==> config.mk <==
export PLATFORM = sky130hd
export DESIGN_NAME = ir_nec_rx_flat
export DESIGN_NICKNAME = d
export VERILOG_FILES = /design/src/rtl/ir_nec_rx_pkg.sv /design/src/rtl/ir_nec_rx_if.sv /design/src/rtl/ir_nec_rx_us_tick.sv /design/src/rtl/ir_nec_rx.sv /design/src/flat_wrapper.sv
export SDC_FILE = /design/constraint.sdc
export NUM_CORES = 1
export LEC_CHECK = 0
export ABC_CLOCK_PERIOD_IN_PS = 3800
export CAP_MARGIN = 20
export CORE_UTILIZATION = 60
export CTS_CLUSTER_DIAMETER = 150
export CTS_CLUSTER_SIZE = 10
export DETAILED_ROUTE_END_ITERATION = 7
export GPL_TIMING_DRIVEN = 0
export PLACE_DENSITY = 0.91
export SYNTH_ARGS = -nofsm -noshare
export SYNTH_HDL_FRONTEND = slang
export SYNTH_SLANG_ARGS = --single-unit
==> constraint.sdc <==
create_clock -name clk -period 3.8 [get_ports clk]
set_input_delay 0.95 -clock clk [delete_from_list [all_inputs] [get_ports clk]]
set_output_delay 0.95 -clock clk [all_outputs]
set_load 0.02 [all_outputs]
==> src/rtl/ir_nec_rx_pkg.sv <==
// Shared NEC decoder definitions: FSM encoding, pulse-width windows in microseconds
// and the small combinational helpers used by the decoder.
package ir_nec_rx_pkg;

    typedef enum logic [2:0] {
        ST_IDLE   = 3'd0,
        ST_LEAD_L = 3'd1,
        ST_LEAD_H = 3'd2,
        ST_BIT_L  = 3'd3,
        ST_BIT_H  = 3'd4,
        ST_RPT_L  = 3'd5
    } state_t;

    localparam int unsigned LEAD_L_MIN_US = 32'd8000;
    localparam int unsigned LEAD_L_MAX_US = 32'd10000;
    localparam int unsigned LEAD_H_MIN_US = 32'd4000;
    localparam int unsigned LEAD_H_MAX_US = 32'd5000;
    localparam int unsigned RPT_H_MIN_US  = 32'd2000;
    localparam int unsigned RPT_H_MAX_US  = 32'd2500;
    localparam int unsigned BIT_MIN_US    = 32'd400;
    localparam int unsigned BIT_MAX_US    = 32'd700;
    localparam int unsigned ONE_MIN_US    = 32'd1400;
    localparam int unsigned ONE_MAX_US    = 32'd1900;

    function automatic logic in_win(input logic [15:0] v, input logic [15:0] lo,
                                    input logic [15:0] hi);
        return (v >= lo) && (v <= hi);
    endfunction

    // Byte layout on the wire: addr, addr_n, cmd, cmd_n (LSB first).
    function automatic logic frame_ok(input logic [31:0] w, input logic chk_addr);
        return ((w[23:16] ^ w[31:24]) == 8'hFF) &&
               (!chk_addr || ((w[7:0] ^ w[15:8]) == 8'hFF));
    endfunction

endpackage

==> src/rtl/ir_nec_rx_if.sv <==
// Decoder <-> SFR block connection: held frame bytes, status flags and read acknowledge.
interface ir_nec_rx_if;
    logic       rd_ack;
    logic       data_valid;
    logic [7:0] ir_addr;
    logic [7:0] ir_addr_n;
    logic [7:0] ir_cmd;
    logic       repeat_flag;
    logic       overrun;
    logic       frame_err;

    modport master (input rd_ack, output data_valid, ir_addr, ir_addr_n, ir_cmd,
                    repeat_flag, overrun, frame_err);
    modport slave  (output rd_ack, input data_valid, ir_addr, ir_addr_n, ir_cmd,
                    repeat_flag, overrun, frame_err);
endinterface

==> src/rtl/ir_nec_rx_us_tick.sv <==
// Free-running prescaler: one-clock tick strobe every TICK_DIV clocks (1 us at 50 MHz).
module ir_us_tick #(
    parameter int unsigned TICK_DIV = 32'd50
) (
    input  logic clk,
    input  logic rst_n,
    output logic tick
);
    localparam int unsigned CW = (TICK_DIV > 32'd1) ? $clog2(TICK_DIV) : 32'd1;
    localparam logic [CW-1:0] LAST = CW'(TICK_DIV - 32'd1);

    logic [CW-1:0] cnt_r;

    // Prescaler count 0..TICK_DIV-1 with registered strobe on the wrap.
    always_ff @(posedge clk or negedge rst_n) begin
        if (!rst_n) begin
            cnt_r <= '0;
            tick  <= 1'b0;
        end else if (cnt_r == LAST) begin
            cnt_r <= '0;
            tick  <= 1'b1;
        end else begin
            cnt_r <= cnt_r + CW'(1);
            tick  <= 1'b0;
        end
    end
endmodule

==> src/rtl/ir_nec_rx.sv <==
// NEC IR frame decoder: measures mark/space widths on the synchronised receiver
// output and presents address/command bytes plus repeat/overrun/error status.
module ir_nec_rx
    import ir_nec_rx_pkg::*;
#(
    parameter int unsigned TICK_DIV   = 32'd50,
    parameter bit          CHECK_ADDR = 1'b0,
    // Divides every timing window; 1 gives real NEC timing.
    parameter int unsigned WIN_DIV    = 32'd1
) (
    input  logic            clk,
    input  logic            rst_n,
    input  logic            ir_rxd,
    ir_nec_rx_if.master     sfr
);
    localparam logic [15:0] LL_MIN  = 16'(LEAD_L_MIN_US / WIN_DIV);
    localparam logic [15:0] LL_MAX  = 16'(LEAD_L_MAX_US / WIN_DIV);
    localparam logic [15:0] LH_MIN  = 16'(LEAD_H_MIN_US / WIN_DIV);
    localparam logic [15:0] LH_MAX  = 16'(LEAD_H_MAX_US / WIN_DIV);
    localparam logic [15:0] RH_MIN  = 16'(RPT_H_MIN_US / WIN_DIV);
    localparam logic [15:0] RH_MAX  = 16'(RPT_H_MAX_US / WIN_DIV);
    localparam logic [15:0] B_MIN   = 16'(BIT_MIN_US / WIN_DIV);
    localparam logic [15:0] B_MAX   = 16'(BIT_MAX_US / WIN_DIV);
    localparam logic [15:0] O_MIN   = 16'(ONE_MIN_US / WIN_DIV);
    localparam logic [15:0] O_MAX   = 16'(ONE_MAX_US / WIN_DIV);

    logic        tick_s;
    logic        sync1_r, sync2_r, last_r;
    logic        fall_s, rise_s, edge_s;
    logic [15:0] cnt_r, max_s;
    state_t      state_r, state_s;
    logic [5:0]  bit_idx_r, bit_idx_s;
    logic [31:0] shreg_r, shreg_s, word_s;
    logic        zero_s, one_s, timeout_s, err_s, load_s, rpt_s;
    logic        data_valid_r, repeat_flag_r, overrun_r, frame_err_r, seen_valid_r;
    logic [7:0]  addr_r, addr_n_r, cmd_r;

    ir_us_tick #(.TICK_DIV(TICK_DIV)) u_tick (.clk(clk), .rst_n(rst_n), .tick(tick_s));

    // Two-flop synchroniser plus previous level; idle-high so reset never fakes a fall.
    always_ff @(posedge clk or negedge rst_n) begin
        if (!rst_n) begin
            sync1_r <= 1'b1;
            sync2_r <= 1'b1;
            last_r  <= 1'b1;
        end else begin
            sync1_r <= ir_rxd;
            sync2_r <= sync1_r;
            last_r  <= sync2_r;
        end
    end

    assign fall_s = last_r & ~sync2_r;
    assign rise_s = ~last_r & sync2_r;
    assign edge_s = fall_s | rise_s;

    // Pulse-width counter in ticks: cleared on every edge, saturating.
    always_ff @(posedge clk or negedge rst_n) begin
        if (!rst_n) begin
            cnt_r <= 16'd0;
        end else if (edge_s) begin
            cnt_r <= 16'd0;
        end else if (tick_s && (cnt_r != 16'hFFFF)) begin
            cnt_r <= cnt_r + 16'd1;
        end
    end

    assign zero_s    = in_win(cnt_r, B_MIN, B_MAX);
    assign one_s     = in_win(cnt_r, O_MIN, O_MAX);
    assign word_s    = {one_s, shreg_r[31:1]};
    assign timeout_s = (state_r != ST_IDLE) && (cnt_r > max_s);

    // Longest legal duration of the level the current state is measuring.
    always_comb begin
        max_s = 16'hFFFF;
        case (state_r)
            ST_LEAD_L: max_s = LL_MAX;
            ST_LEAD_H: max_s = LH_MAX;
            ST_BIT_L:  max_s = B_MAX;
            ST_BIT_H:  max_s = O_MAX;
            ST_RPT_L:  max_s = B_MAX;
            default:   max_s = 16'hFFFF;
        endcase
    end

    // FSM state, bit index and shift register.
    always_ff @(posedge clk or negedge rst_n) begin
        if (!rst_n) begin
            state_r   <= ST_IDLE;
            bit_idx_r <= 6'd0;
            shreg_r   <= 32'd0;
        end else begin
            state_r   <= state_s;
            bit_idx_r <= bit_idx_s;
            shreg_r   <= shreg_s;
        end
    end

    // Next-state decode; any out-of-window edge or overlong level aborts to IDLE.
    always_comb begin
        state_s   = state_r;
        bit_idx_s = bit_idx_r;
        shreg_s   = shreg_r;
        err_s     = 1'b0;
        load_s    = 1'b0;
        rpt_s     = 1'b0;
        case (state_r)
            ST_IDLE: begin
                if (fall_s) state_s = ST_LEAD_L;
                else        state_s = ST_IDLE;
            end
            ST_LEAD_L: begin
                if (rise_s && in_win(cnt_r, LL_MIN, LL_MAX)) begin
                    state_s = ST_LEAD_H;
                end else if (edge_s || timeout_s) begin
                    err_s = 1'b1; state_s = ST_IDLE;
                end else begin
                    state_s = ST_LEAD_L;
                end
            end
            ST_LEAD_H: begin
                if (fall_s && in_win(cnt_r, LH_MIN, LH_MAX)) begin
                    state_s = ST_BIT_L; bit_idx_s = 6'd0; shreg_s = 32'd0;
                end else if (fall_s && in_win(cnt_r, RH_MIN, RH_MAX)) begin
                    state_s = ST_RPT_L;
                end else if (edge_s || timeout_s) begin
                    err_s = 1'b1; state_s = ST_IDLE;
                end else begin
                    state_s = ST_LEAD_H;
                end
            end
            ST_BIT_L: begin
                if (rise_s && zero_s) begin
                    state_s = (bit_idx_r == 6'd32) ? ST_IDLE : ST_BIT_H;
                end else if (edge_s || timeout_s) begin
                    err_s = 1'b1; state_s = ST_IDLE;
                end else begin
                    state_s = ST_BIT_L;
                end
            end
            ST_BIT_H: begin
                if (fall_s && (zero_s || one_s)) begin
                    shreg_s   = word_s;
                    bit_idx_s = bit_idx_r + 6'd1;
                    state_s   = ST_BIT_L;
                    if (bit_idx_r == 6'd31) begin
                        if (frame_ok(word_s, CHECK_ADDR)) begin
                            load_s = 1'b1;
                        end else begin
                            err_s = 1'b1; state_s = ST_IDLE;
                        end
                    end else begin
                        load_s = 1'b0;
                    end
                end else if (edge_s || timeout_s) begin
                    err_s = 1'b1; state_s = ST_IDLE;
                end else begin
                    state_s = ST_BIT_H;
                end
            end
            ST_RPT_L: begin
                if (rise_s && zero_s) begin
                    rpt_s = 1'b1; state_s = ST_IDLE;
                end else if (edge_s || timeout_s) begin
                    err_s = 1'b1; state_s = ST_IDLE;
                end else begin
                    state_s = ST_RPT_L;
                end
            end
            default: begin
                state_s = ST_IDLE;
            end
        endcase
    end

    // Holding registers and status flags seen by the SFR side.
    always_ff @(posedge clk or negedge rst_n) begin
        if (!rst_n) begin
            addr_r        <= 8'd0;
            addr_n_r      <= 8'd0;
            cmd_r         <= 8'd0;
            data_valid_r  <= 1'b0;
            overrun_r     <= 1'b0;
            repeat_flag_r <= 1'b0;
            frame_err_r   <= 1'b0;
            seen_valid_r  <= 1'b0;
        end else begin
            frame_err_r <= err_s;
            if (load_s) begin
                addr_r       <= word_s[7:0];
                addr_n_r     <= word_s[15:8];
                cmd_r        <= word_s[23:16];
                data_valid_r <= 1'b1;
                seen_valid_r <= 1'b1;
                // A read landing on the completion cycle consumes the old data cleanly.
                overrun_r    <= sfr.rd_ack ? 1'b0 : (overrun_r | data_valid_r);
            end else if (sfr.rd_ack) begin
                data_valid_r <= 1'b0;
                overrun_r    <= 1'b0;
            end
            if (rpt_s && seen_valid_r) begin
                repeat_flag_r <= 1'b1;
            end else if (sfr.rd_ack) begin
                repeat_flag_r <= 1'b0;
            end
        end
    end

    assign sfr.data_valid  = data_valid_r;
    assign sfr.ir_addr     = addr_r;
    assign sfr.ir_addr_n   = addr_n_r;
    assign sfr.ir_cmd      = cmd_r;
    assign sfr.repeat_flag = repeat_flag_r;
    assign sfr.overrun     = overrun_r;
    assign sfr.frame_err   = frame_err_r;
endmodule
==> src/flat_wrapper.sv <==
// flat-port wrapper written by rule: the top's interface ports become plain ports
module ir_nec_rx_flat import ir_nec_rx_pkg::*;
#(
    parameter int unsigned TICK_DIV   = 32'd50,
    parameter bit          CHECK_ADDR = 1'b0,
                                                            
    parameter int unsigned WIN_DIV    = 32'd1
)
  (clk, rst_n, ir_rxd, sfr_rd_ack, sfr_data_valid, sfr_ir_addr, sfr_ir_addr_n, sfr_ir_cmd, sfr_repeat_flag, sfr_overrun, sfr_frame_err);
  ir_nec_rx_if sfr_i ();
  input  logic clk;
  input  logic rst_n;
  input  logic ir_rxd;
  input wire logic [$bits(sfr_i.rd_ack)-1:0] sfr_rd_ack;
  output wire logic [$bits(sfr_i.data_valid)-1:0] sfr_data_valid;
  output wire logic [$bits(sfr_i.ir_addr)-1:0] sfr_ir_addr;
  output wire logic [$bits(sfr_i.ir_addr_n)-1:0] sfr_ir_addr_n;
  output wire logic [$bits(sfr_i.ir_cmd)-1:0] sfr_ir_cmd;
  output wire logic [$bits(sfr_i.repeat_flag)-1:0] sfr_repeat_flag;
  output wire logic [$bits(sfr_i.overrun)-1:0] sfr_overrun;
  output wire logic [$bits(sfr_i.frame_err)-1:0] sfr_frame_err;
  assign sfr_i.rd_ack = sfr_rd_ack;
  assign sfr_data_valid = sfr_i.data_valid;
  assign sfr_ir_addr = sfr_i.ir_addr;
  assign sfr_ir_addr_n = sfr_i.ir_addr_n;
  assign sfr_ir_cmd = sfr_i.ir_cmd;
  assign sfr_repeat_flag = sfr_i.repeat_flag;
  assign sfr_overrun = sfr_i.overrun;
  assign sfr_frame_err = sfr_i.frame_err;
  ir_nec_rx #(.TICK_DIV(TICK_DIV), .CHECK_ADDR(CHECK_ADDR), .WIN_DIV(WIN_DIV)) u_core (.clk(clk), .rst_n(rst_n), .ir_rxd(ir_rxd), .sfr(sfr_i));
endmodule
==> results of run 1 <==
==> layout make-up <==
cell class | count | area (sq um)
plain buffers | 29 | 143.9
clock buffers | 10 | 127.6
clock inverters | 6 | 52.55
fillers | 616 | 2460
inverters | 19 | 71.32
multi-input cells | 381 | 2555
flip-flops and latches | 95 | 2381
well taps | 105 | 131.4
repair buffers | 32 | 335.3
==> power by group <==
part / total, W / leakage (nW) / switching, W / internal (W)
Combinational: 0.000142 / 1.20 / 0.0000942 / 0.0000481
Sequential: 0.00103 / 1.30 / 0.00000729 / 0.00102
Clock: 0.000636 / 0.0850 / 0.000388 / 0.000248
Total: 0.00180 / 2.59 / 0.000489 / 0.00131
==> layer usage <==
| layer | vias to the layer above | GRT usage [%] | routed length (um) |
|---|---|---|---|
| met4 | 0 | 11.49 | 272 |
| met3 | 25 | 4.831 | 447 |
| met2 | 96 | 42.45 | 5226 |
| met1 | 1977 | 37.53 | 5180 |
| li1 | 1918 | - | - |
| met5 | - | 0 | 0 |
==> cell usage after synthesis, drive strengths merged, types with 4 or more instances <==
library cell / count
xor2: 5
buf: 13
nor2: 22
and2: 13
or3: 6
ha: 23
a21oi: 16
nand4: 15
o211ai: 4
dfrtp: 92
and4: 4
inv: 19
nand2: 87
nor3: 10
xnor2: 24
nand2b: 9
nor4: 4
mux2: 24
mux2i: 4
o21ai: 42
clkbuf: 16
and3: 4
nand3: 17
nor2b: 7
==> worst max-delay path, stage by stage, from the launching register on <==
cell	delay, ns
dfrtp_1	0.33
clkbuf_1	0.28
nor3_1	0.13
a21oi_1	0.41
ha_1	0.35
nand4_1	0.17
o211a_1	0.16
a21oi_1	0.08
o41ai_1	0.85
a41oi_1	0.09
or3_1	0.43
==> per-stage QoR <==
step / power, W / util, % / TNS (ns) / hold WS [ns]
3_5_place_dp: 0.001186 / 68.03 / 0 / 0.3481
3_3_place_gp: 0.001176 / 67.73 / -152.63 / 0.3460
2_1_floorplan: 0.001128 / - / 0 / 0.3452
4_1_cts: 0.001800 / 70.21 / 0 / 0.3648
5_1_grt: 0.001860 / 70.21 / 0 / 0.3727
6_report: 0.001803 / 70.21 / 0 / 0.3634
==> worst min-delay path by stage <==
stage / start / endpoint / cells after the start
after floorplan: u_core.sync1_r$_DFF_PN1_ / u_core.sync2_r$_DFF_PN1_ / 0
after global routing: u_core.sync1_r$_DFF_PN1_ / u_core.sync2_r$_DFF_PN1_ / 0
after CTS: u_core.sync1_r$_DFF_PN1_ / u_core.sync2_r$_DFF_PN1_ / 0
after detailed placement: u_core.sync1_r$_DFF_PN1_ / u_core.sync2_r$_DFF_PN1_ / 0
final: u_core.sync1_r$_DFF_PN1_ / u_core.sync2_r$_DFF_PN1_ / 0
after global placement: u_core.sync1_r$_DFF_PN1_ / u_core.sync2_r$_DFF_PN1_ / 0
==> registers in the layout, indices dropped and copies added, names as in the netlist <==
register / count
u_core.sfr.repeat_flag: 1
u_core.u_tick.cnt_r: 6
u_core.state_r: 3
u_core.sfr.data_valid: 1
u_core.sfr.overrun: 1
u_core.sfr.ir_addr: 8
u_core.sync1_r: 1
u_core.sfr.frame_err: 1
u_core.last_r: 1
u_core.sfr.ir_cmd: 8
u_core.shreg_r: 31
u_core.u_tick.tick: 1
u_core.cnt_r: 16
u_core.seen_valid_r: 1
u_core.bit_idx_r: 6
u_core.sync2_r: 1
u_core.sfr.ir_addr_n: 8
==> cells by family after synthesis <==
| family | after synthesis | share of synthesized area (%) |
|---|---|---|
| compound gates | 91 | 11.17 |
| xor+xnor | 29 | 4.931 |
| fa+ha+maj | 23 | 5.587 |
| buf+inv | 48 | 4.178 |
| flops | 95 | 46.22 |
| mux | 28 | 7.335 |
| simple gates | 210 | 20.57 |
==> impl_metrics.yaml, run 1 <==
critical_path:
  critPathRequiredTime_ns: 4.04
  end_kind: "flip-flop"
  cp.arrival_ns: 3.64
  crit_type: "reg2reg"
  startpoint_type: "flip-flop"
  timing.rr.end: "u_core.sfr.frame_err$_DFF_PN0_"
  crit_path_end: "u_core.sfr.frame_err$_DFF_PN0_"
  reg2reg_setup_slack_ns: 0.39
  rr_worst_depth: 10
  cp_max_fo: 9
  crit_path_start: "u_core.state_r[2]$_DFF_PN0_"
  r2r_start: "u_core.state_r[2]$_DFF_PN0_"
clocking:
  postCtsSetupBuffers: 0
  clockBufferDepth: 2
  cts_buffers: 9
  cts_tree: "built"
  worstSkewPairLatency_ns: 0.37
  clk_transition_reported_paths_ns: 0.09
  h-tree-depth: 3
  cts_root_buffer: "clkbuf_8"
  ctsResizeCount: 0
  cts_sinks: 95
  ctsHoldBuffers: 0
logic_synthesis:
  ys.flop_type: "dfrtp_1"
  synth_area_leader_cell: "dfrtp_1"
  syn_area_per_cell_sq_um: 9.831
  synth-async-reset-ratio_pct: 100.0
  syn_area_sq_um: 5151
  ys_seq_area_share_pct: 46.22
  yosysWarnings: 0
  synth_seq_cells: 95
  synth_cell_types: 56
  synth_top_area_share_pct: 44.69
  synth_nets: 551
  synthCells: 524
  synth_edf_count: 0
  synth_area_leaders: "dfrtp_1, nand2_1, ha_1, mux2_4, o21ai_0"
sta:
  finalCritPeriodShare_pct: 89.62
  finalClockSkew_ns: 0.01945
  rsz0062_at_grt: "false"
  tightest_slew_ns: 0.9124
  min_period_ns: 3.405
  setup_viol_count_final: 0
  final_hold_viol_count: 0
  max_freq_mhz: 293.6
  max-slew-margin-rel_pct: 38.37
  maxSlewViolCount: 0
  worst_slack_ns: 0.3945
run:
  drv_cap: 0
floorplan:
  initial_core_util_pct: 62.38
  rows: 33
  die_area_sq_um: 8960
  pin_count: 32
  fp.coreArea_sq_um: 8258
  die_w_um: 94.66
  die_h_um: 94.66
route:
  dr.pass1.iters: 5
  drc_errors: 0
  ant_nets: 0
  drt_iter0_markers: 256
  wl_per_cell_um: 16.44
  wl_mm: 11.13
  vias_per_cell: 5.932
  vias: 4016
placed_design:
  pre_cts_ws_ns: 0.4832
  hpwlAfterDp_mm: 8.062
  placed_area_sq_um: 5618
  gp_congestion: 0.8963
  port_buffers: 31
  dp_cells: 661
layout:
  fin_nets: 594
  drive_gt1_share_pct: 10.66
  postLayoutCellArea_sq_um: 5798
  area_delta_synth_final_pct: 12.56
  antennaDiodeCount: 0
  stdcell_count: 677
  final_cell_mix: "dfrtp_1, nand2_1, o21ai_0"
  layout_commonest_cell: "dfrtp_1"
global_routing:
  grt_start_max_net_pins: 75
  track_usage_pct: 27.22
  grt_pass1_vias: 3937
  antenna_found_initial: 0
  grt_overflow: 0
  grt_first_pass_wirelength_mm: 18.77
outcome:
  outcome: "complete, no violations"
hold_path:
  hp-class: "reg2reg"
power:
  irDropWorstVdd_mv: 0.2152
  cellLeakagePower_nw: 2.589
  powerDensity_nw_per_um2: 311.0
(Power assumes the default switching activity.)
==> inputs of run 2 (changes only) <==
--- a/config.mk
+++ b/config.mk
@@ -13,6 +13,7 @@
 export DETAILED_ROUTE_END_ITERATION = 7
 export GPL_TIMING_DRIVEN = 0
 export PLACE_DENSITY = 0.91
+export SLEW_MARGIN = 20
 export SYNTH_ARGS = -nofsm -noshare
 export SYNTH_HDL_FRONTEND = slang
 export SYNTH_SLANG_ARGS = --single-unit
==> run 2 against run 1 <==
Effect of this change:
- final cell count unchanged
- worst hold slack worse by 0.0020 ns
- sequential cell count unchanged
- routed wire length up 2.1%
- clock skew down 0.0062 ns
- largest power group unchanged
- setup slack better by 0.0025 ns
- largest cell class unchanged
- cell area up 0.24%
- non-clock buffer count unchanged
- critical endpoint unchanged
- first-iteration DRC count up 38%
- highest routed layer unchanged
==> impl_metrics.yaml, run 2 (synthesis gave the netlist of run 1 again) <==
outcome:
  outcome: "complete, no violations"
layout:
  drive_gt1_share_pct: 10.84
  layout_commonest_cell: "dfrtp_1"
  fin_nets: 594
  reg.largest.list: "u_core.shreg_r x31, u_core.cnt_r x16"
  largest_reg_flops: 31
  area_delta_synth_final_pct: 12.82
  final_util_pct: 70.38
  final_cell_mix: "dfrtp_1, nand2_1, o21ai_0"
  antennaDiodeCount: 0
  largest_register: "u_core.shreg_r"
critical_path:
  r2r_start: "u_core.state_r[2]$_DFF_PN0_"
  cp.arrival_ns: 3.65
  crit_type: "reg2reg"
  end_kind: "flip-flop"
  timing.rr.end: "u_core.sfr.frame_err$_DFF_PN0_"
  crit_path_end: "u_core.sfr.frame_err$_DFF_PN0_"
  cp_max_fo: 9
  rr_worst_depth: 10
  crit_path_start: "u_core.state_r[2]$_DFF_PN0_"
  reg2reg_setup_slack_ns: 0.40
  critPathRequiredTime_ns: 4.05
  startpoint_type: "flip-flop"
route:
  wl_per_cell_um: 16.78
  vias: 4055
  ant_nets: 0
  drc_errors: 0
  dr.pass1.iters: 6
  vias_per_cell: 5.990
  wl_mm: 11.36
  drt_iter0_markers: 352
sta:
  final_hold_viol_count: 0
  max_freq_mhz: 293.9
  min_period_ns: 3.403
  hold_slack_ns: 0.3614
  setup_viol_count_final: 0
  rsz0062_at_grt: "false"
  maxSlewViolCount: 0
  max-slew-margin-rel_pct: 38.94
  finalCritPeriodShare_pct: 89.55
  finalClockSkew_ns: 0.01322
  tightest_slew_ns: 0.9041
global_routing:
  top_usage_layer: "met2"
  grt_util_met2_pct: 43.17
  grt_pass1_vias: 3917
  antenna_found_initial: 0
  track_usage_pct: 27.72
  grt_overflow: 0
  grt_first_pass_wirelength_mm: 18.91
  grt_util_met1_pct: 38.82
  grt_start_max_net_pins: 85
  grtUsageMet3_pct: 5.233
floorplan:
  initial_core_util_pct: 62.38
  fp.coreArea_sq_um: 8258
  pin_count: 32
  rows: 33
  die_w_um: 94.66
  die_h_um: 94.66
  die_area_sq_um: 8960
power:
  powerDensity_nw_per_um2: 313.3
  p_total_w: 0.001821
  irDropWorstVdd_mv: 0.2514
  p_sw_share_pct: 27.55
  combPwrFrac_pct: 7.9
  cellLeakagePower_nw: 2.600
  seqPwrFrac_pct: 56.3
  p_switching_w: 0.0005017
  internal_power_w: 0.001319
  power_frac_clock_pct: 35.8
placed_design:
  gp_congestion: 0.8963
  port_buffers: 31
  hpwlAfterDp_mm: 8.116
clocking:
  clk_transition_reported_paths_ns: 0.10
  cts_tree: "built"
  ctsResizeCount: 0
  ctsHoldBuffers: 0
  worstSkewPairLatency_ns: 0.37
  cts_root_buffer: "clkbuf_8"
  clockBufferDepth: 2
  h-tree-depth: 3
  cts_sinks: 95
  cts_buffers: 9
  postCtsSetupBuffers: 0
run:
  drv_cap: 0
hold_path:
  hp-class: "reg2reg"
-- run 2: power groups by stage --
stage | Combinational (W) | Clock, W | Sequential [W]
after CTS | 0.000144 | 0.000659 | 0.00102
after detailed placement | 0.000142 | 0 | 0.00104
after global placement | 0.000132 | 0 | 0.00104
after floorplan | 0.0000837 | 0 | 0.00104
final | 0.000144 | 0.000652 | 0.00103
after global routing | 0.000164 | 0.000695 | 0.00103
-- run 2: layout make-up --
cell class | instances | area [sq um]
Multi-Input combinational cell | 381 | 2555
Fill cell | 624 | 2446
Sequential cell | 95 | 2381
Timing Repair Buffer | 32 | 339.1
Buffer | 29 | 143.9
Tap cell | 105 | 131.4
Clock buffer | 9 | 123.9
Inverter | 19 | 71.32
Clock inverter | 7 | 66.31
-- run 2: worst max-delay path, stage by stage, from the launching register on --
cell,delay (ns)
dfrtp_1,0.33
clkbuf_1,0.27
nor3_1,0.12
a21oi_1,0.42
ha_1,0.36
nand4_1,0.18
o211a_1,0.16
a21oi_1,0.08
o41ai_1,0.85
a41oi_1,0.09
or3_1,0.43
-- run 2: worst min path at each step --
stage / depth (start not counted) / startpoint / to / slack [ns]
global route: 1 / rst_n / u_core.cnt_r[1]$_DFFE_PN0P_ / 0.37
CTS: 0 / u_core.sync1_r$_DFF_PN1_ / u_core.sync2_r$_DFF_PN1_ / 0.36
finish: 0 / u_core.sync1_r$_DFF_PN1_ / u_core.sync2_r$_DFF_PN1_ / 0.36
detailed placement: 0 / u_core.sync1_r$_DFF_PN1_ / u_core.sync2_r$_DFF_PN1_ / 0.35
global placement: 0 / u_core.sync1_r$_DFF_PN1_ / u_core.sync2_r$_DFF_PN1_ / 0.35
floorplan: 0 / u_core.sync1_r$_DFF_PN1_ / u_core.sync2_r$_DFF_PN1_ / 0.35
-- run 2: metrics by stage --
stage          worst slack, ns  instance area, sq um  setup TNS (ns)  instances
2_1_floorplan            1.072                  5151               0        524
3_3_place_gp            -1.651                  5593         -152.63        660
3_5_place_dp            0.4850                  5622               0        661
4_1_cts                 0.4648                  5812               0        677
5_1_grt                 0.1827                  5812               0        677
6_report                0.3970                  5812               0        677
-- run 2: layer usage --
layer  wire (um)  up-vias
met2        5421      114
met1        5195     1997
li1            -     1925
met3         541       19
met4         199        0
met5           0        -
